[config.mk]
export PLATFORM = sky130hd
export DESIGN_NAME = mem_arbiter
export DESIGN_NICKNAME = d
export VERILOG_FILES = /design/src/rtl/mem_arbiter.sv
export SDC_FILE = /design/constraint.sdc
export NUM_CORES = 1
export LEC_CHECK = 0
export ABC_CLOCK_PERIOD_IN_PS = 2100
export CORE_MARGIN = 8
export CORE_UTILIZATION = 19
export CTS_CLUSTER_SIZE = 30
export DETAILED_ROUTE_END_ITERATION = 12
export MAX_ROUTING_LAYER = met4
export PLACE_DENSITY = 0.75
export SYNTH_ARGS = -nofsm -noshare
export SYNTH_HDL_FRONTEND = slang
export SYNTH_SLANG_ARGS = --single-unit
export TNS_END_PERCENT = 1
[constraint.sdc]
create_clock -name clk -period 2.1 [get_ports clk]
set_input_delay 0.42 -clock clk [delete_from_list [all_inputs] [get_ports clk]]
set_output_delay 0.42 -clock clk [all_outputs]
set_load 0.01 [all_outputs]
[src/rtl/mem_arbiter.sv]
`default_nettype none
// ============================================================================
// Module      : mem_arbiter
// Description : Round-robin arbiter between instruction fetch (IFU) and
//               load/store (LSU) ports in front of a single-port memory with
//               a fixed read latency. Tracks the outstanding transaction and
//               steers the memory response back to its owner.
// Revision    : 1.0 - initial release
// ============================================================================
module mem_arbiter #(
    parameter int ADDR_WIDTH = 32,
    parameter int DATA_WIDTH = 32,
    parameter int LATENCY    = 1
) (
    input  logic                    clk,
    input  logic                    rst,

    input  logic                    ifu_req,
    input  logic [ADDR_WIDTH-1:0]   ifu_addr,
    output logic                    ifu_gnt,
    output logic                    ifu_rvalid,
    output logic [DATA_WIDTH-1:0]   ifu_rdata,

    input  logic                    lsu_req,
    input  logic                    lsu_we,
    input  logic [ADDR_WIDTH-1:0]   lsu_addr,
    input  logic [DATA_WIDTH-1:0]   lsu_wdata,
    input  logic [DATA_WIDTH/8-1:0] lsu_wstrb,
    output logic                    lsu_gnt,
    output logic                    lsu_rvalid,
    output logic [DATA_WIDTH-1:0]   lsu_rdata,

    output logic                    mem_en,
    output logic [DATA_WIDTH/8-1:0] mem_we,
    output logic [ADDR_WIDTH-1:0]   mem_addr,
    output logic [DATA_WIDTH-1:0]   mem_wdata,
    input  logic [DATA_WIDTH-1:0]   mem_rdata
);

    localparam logic [3:0] LAT = 4'(LATENCY);

    typedef enum logic [0:0] {
        IDLE = 1'b0,
        BUSY = 1'b1
    } state_t;

    state_t     state;
    logic [3:0] cnt;
    logic       owner;      // 0 = IFU, 1 = LSU
    logic       last;       // last granted requester, 0 = IFU, 1 = LSU

    logic accept;
    logic pick_lsu;
    logic grant_ifu;
    logic grant_lsu;
    logic resp;

    // Arbitration: a slot opens when idle or in the final cycle of the
    // outstanding transaction, so responses and new grants can overlap.
    always_comb begin
        accept    = (state == IDLE) || ((state == BUSY) && (cnt == 4'd1));
        // On a tie the requester that was not served last wins.
        pick_lsu  = lsu_req && (!ifu_req || (last == 1'b0));
        grant_lsu = !rst && accept && pick_lsu;
        grant_ifu = !rst && accept && ifu_req && !pick_lsu;
        resp      = !rst && (state == BUSY) && (cnt == 4'd1);
    end

    // Memory-side request drive; everything is zero outside a grant cycle.
    always_comb begin
        ifu_gnt   = grant_ifu;
        lsu_gnt   = grant_lsu;
        mem_en    = grant_ifu || grant_lsu;
        mem_addr  = '0;
        mem_we    = '0;
        mem_wdata = '0;
        if (grant_lsu) begin
            mem_addr = lsu_addr;
            if (lsu_we) begin
                mem_we    = lsu_wstrb;
                mem_wdata = lsu_wdata;
            end
        end else if (grant_ifu) begin
            mem_addr = ifu_addr;
        end
    end

    // Response steering: only the owner sees data, the other port reads zero.
    always_comb begin
        ifu_rvalid = resp && !owner;
        lsu_rvalid = resp && owner;
        ifu_rdata  = (resp && !owner) ? mem_rdata : '0;
        lsu_rdata  = (resp && owner)  ? mem_rdata : '0;
    end

    // Transaction tracker: latency countdown, owner and round-robin history.
    always_ff @(posedge clk) begin
        if (rst) begin
            state <= IDLE;
            cnt   <= 4'd0;
            owner <= 1'b0;
            last  <= 1'b0;
        end else if (grant_ifu || grant_lsu) begin
            state <= BUSY;
            cnt   <= LAT;
            owner <= grant_lsu;
            last  <= grant_lsu;
        end else if (state == BUSY) begin
            if (cnt == 4'd1) begin
                state <= IDLE;
                cnt   <= 4'd0;
            end else begin
                cnt   <= cnt - 4'd1;
            end
        end
    end

endmodule
`default_nettype wire
==> results.sh <==
export IMPL_status="finished with violations"
export IMPL_violations="setup timing"
export IMPL_antenna_found_initial=0
export IMPL_fin_skew_ns=0.001971
export IMPL_gr_total_overflow=0
export IMPL_synthFlopType="dfxtp_1"
export IMPL_cts_max_level=1
export IMPL_ys_seq_area_frac=0.07637
export IMPL_clockBufferDepth=2
export IMPL_die_x_um=107.0
export IMPL_wl_per_cell_um=17.00
export IMPL_power_total_mw=1.094
export IMPL_drive_above_1_share=0.4079
export IMPL_antenna_cells=0
export IMPL_slew_headroom=0.7673
export IMPL_fin_nets=695
export IMPL_start_util=0.1934
export IMPL_yosysWarnings=0
export IMPL_grt_setup_unrepaired="yes"
export IMPL_finalCriticalPeriod_ns=2.551
export IMPL_crit_family="buffers and inverters"
export IMPL_hold_buffers=0
export IMPL_syn_nets=407
export IMPL_fmax_mhz=392.0
export IMPL_crit_chain="clkdlybuf4s50_1 > a21bo_4 > a2111oi_4 > buf_4 > buf_6 > buf_6 > buf_6 > and2_1 > buf_2"
export IMPL_critPathMaxStageDelay_ns=0.47
export IMPL_drt_iter0_markers=119
export IMPL_clock_latency_ns=0.23
export IMPL_cp_buffers_inverters=6
export IMPL_cts_sinks=6
export IMPL_grtUsageMet2=0.3477
export IMPL_worstReg2RegStart="cnt[1]"
export IMPL_worstMarginPinSlew_ns=0.3443
export IMPL_p_leak_nw=2.192
export IMPL_first_global_vias=3048
export IMPL_core_area_um2=8134
export IMPL_p_per_area_nw_per_um2=242.9
export IMPL_slew_violations=0
export IMPL_drcViolationCount=0
export IMPL_path_class="input pin to output pin"
export IMPL_cts_tree="built"
export IMPL_grt_busiest_layer="met2"
export IMPL_die_area_um2=11440
export IMPL_holdCritPathClass="register to register"
export IMPL_vdd_drop_max_v=0.0001542
export IMPL_setup_slack_ns=-0.4512
export IMPL_syn_mean_instance_area_um2=5.869
export IMPL_wl_um=11200
export IMPL_ys_seq_elements=6
export IMPL_cp_arrival_ns=2.13
export IMPL_cap_violations=0
export IMPL_crit_path_end_kind="output pin"
export IMPL_cts_clk_slew_worst_paths_ns=0.04
export IMPL_regToRegSetupSlack_ns=0.37
export IMPL_netlist_area_um2=1573
export IMPL_critPathLaunchType="input pin"
export IMPL_grt_max_degree=35
export IMPL_die_h_um=107.0
export IMPL_grt_usage=0.1829
export IMPL_gp_congestion=0.7861
export IMPL_num_vias=2883
export IMPL_cts_root_buf="clkbuf_8"
export IMPL_hold_violations=0
export IMPL_pin_count=274
export IMPL_via_per_inst=4.375
export IMPL_post_route_period_util=1.215
export IMPL_r2r_cells=6
export IMPL_cpMaxStageDelayCell="clkdlybuf4s50_1"
export IMPL_row_count=33
export IMPL_cp_required_ns=1.68
export IMPL_cp_startpoint="lsu_req"
export IMPL_synth_cell_types=32
export IMPL_drt_first_pass_iters=4
export IMPL_cts_buffers=3
export IMPL_synth_async_reset_ratio=0
export IMPL_use_met1=0.1810
export IMPL_endpoint="mem_wdata[14]"
export IMPL_dp_slack_ns=-0.7441
export IMPL_most_common_layout_cells="clkdlybuf4s50_1, buf_2, and2_1, buf_6, nand2_1"
export IMPL_grt_pass1_wl_um=16410
export IMPL_dp_hpwl_um=9000
export IMPL_cpMostUsedCell="buf_6"
export IMPL_postRouteAntennaNets=0
export IMPL_critPathMaxFanout=5
export IMPL_final_common_cell="clkdlybuf4s50_1"
export IMPL_path_depth=9
export IMPL_synthToLayoutAreaGrowth_pct=186.5
export IMPL_final_setup_viol_count=137
export IMPL_r2r_end="cnt[0]"
export IMPL_synth_edf_count=0
export IMPL_synthCells=268
export IMPL_portBuffers=273
export IMPL_grt_met3_usage=0.05219
layer usage:
layer,share of wire,up-vias,routed length (um)
met5,0,-,0
met4,0.0079,0,89
met3,0.076,7,847
met2,0.53,149,5978
met1,0.38,1282,4289
li1,-,1445,-
worst min path at each step:
stage / depth (start not counted) / slack (ns) / from / to
after floorplan: 2 / 0.48 / cnt[1] / cnt[1]
after global placement: 3 / 0.60 / cnt[1] / cnt[1]
after detailed placement: 3 / 0.61 / cnt[2] / cnt[2]
after CTS: 3 / 0.62 / cnt[2] / cnt[2]
after global routing: 3 / 0.65 / cnt[1] / cnt[1]
final: 3 / 0.62 / cnt[2] / cnt[2]
cell type report:
type / count / area [um^2]
inverter: 4 / 15.01
timing repair buffer: 310 / 2696
clock buffer: 3 / 41.29
tap: 105 / 131.4
fill: 798 / 3628
sequential: 6 / 122.6
multi-input combinational: 231 / 1499
worst reg2reg max path, stage by stage, from the launching register on:
cell,delay [ns]
dfxtp_2,0.31
inv_2,0.06
ha_4,0.11
or3b_4,0.42
buf_4,0.16
mux2_2,0.26
a221oi_1,0.29
metrics by stage:
step	TNS (ns)	util	cells	hold slack, ns	area (um^2)
final	-42.03	0.5539	659	0.6229	4506
after global routing	-53.20	0.5539	659	0.6519	4506
after CTS	-49.85	0.5724	658	0.6157	4656
after detailed placement	-82.90	0.5618	643	0.6064	4569
after global placement	-81.30	0.5618	643	0.5970	4569
after floorplan	-8.802	-	268	0.4767	1573
kinds of logic (layout without fill, tap and decap cells):
logic type	after synthesis	in the layout	share of synthesized area
AO/OA/AOI/OAI	43	43	0.1679
XOR/XNOR	2	2	0.01114
adder cells (fa/ha/maj)	2	2	0.01591
buffers and inverters	31	317	0.08035
flip-flops	6	6	0.07638
multiplexers	1	1	0.007159
AND/OR/NAND/NOR	183	183	0.6412
flip-flops by register name, indices dropped and copies added, names as in the netlist:
register	count
state	1
cnt	4
last	1
synth_stat cells, drive strengths merged (3+ instances only):
cell type / count / share of area
and2: 100 / 0.40
a21oi: 34 / 0.11
nand2: 34 / 0.081
nand3: 33 / 0.11
clkbuf: 22 / 0.055
dfxtp: 6 / 0.076
nor2: 6 / 0.014
buf: 5 / 0.016
inv: 4 / 0.0095
nand2b: 3 / 0.012
repair_timing:
action | in CTS | in global routing
resized for setup | 518 | 133
setup endpoints to repair | 137 | 137
gates cloned | 5 | 0
pin swaps | 17 | 19
setup buffers | 7 | 1
power by group:
part	switching, mW	internal [mW]
logic	0.314	0.469
registers	0.00884	0.125
clock network	0.0539	0.123
Note: power is estimated with default switching activity, not from simulation.
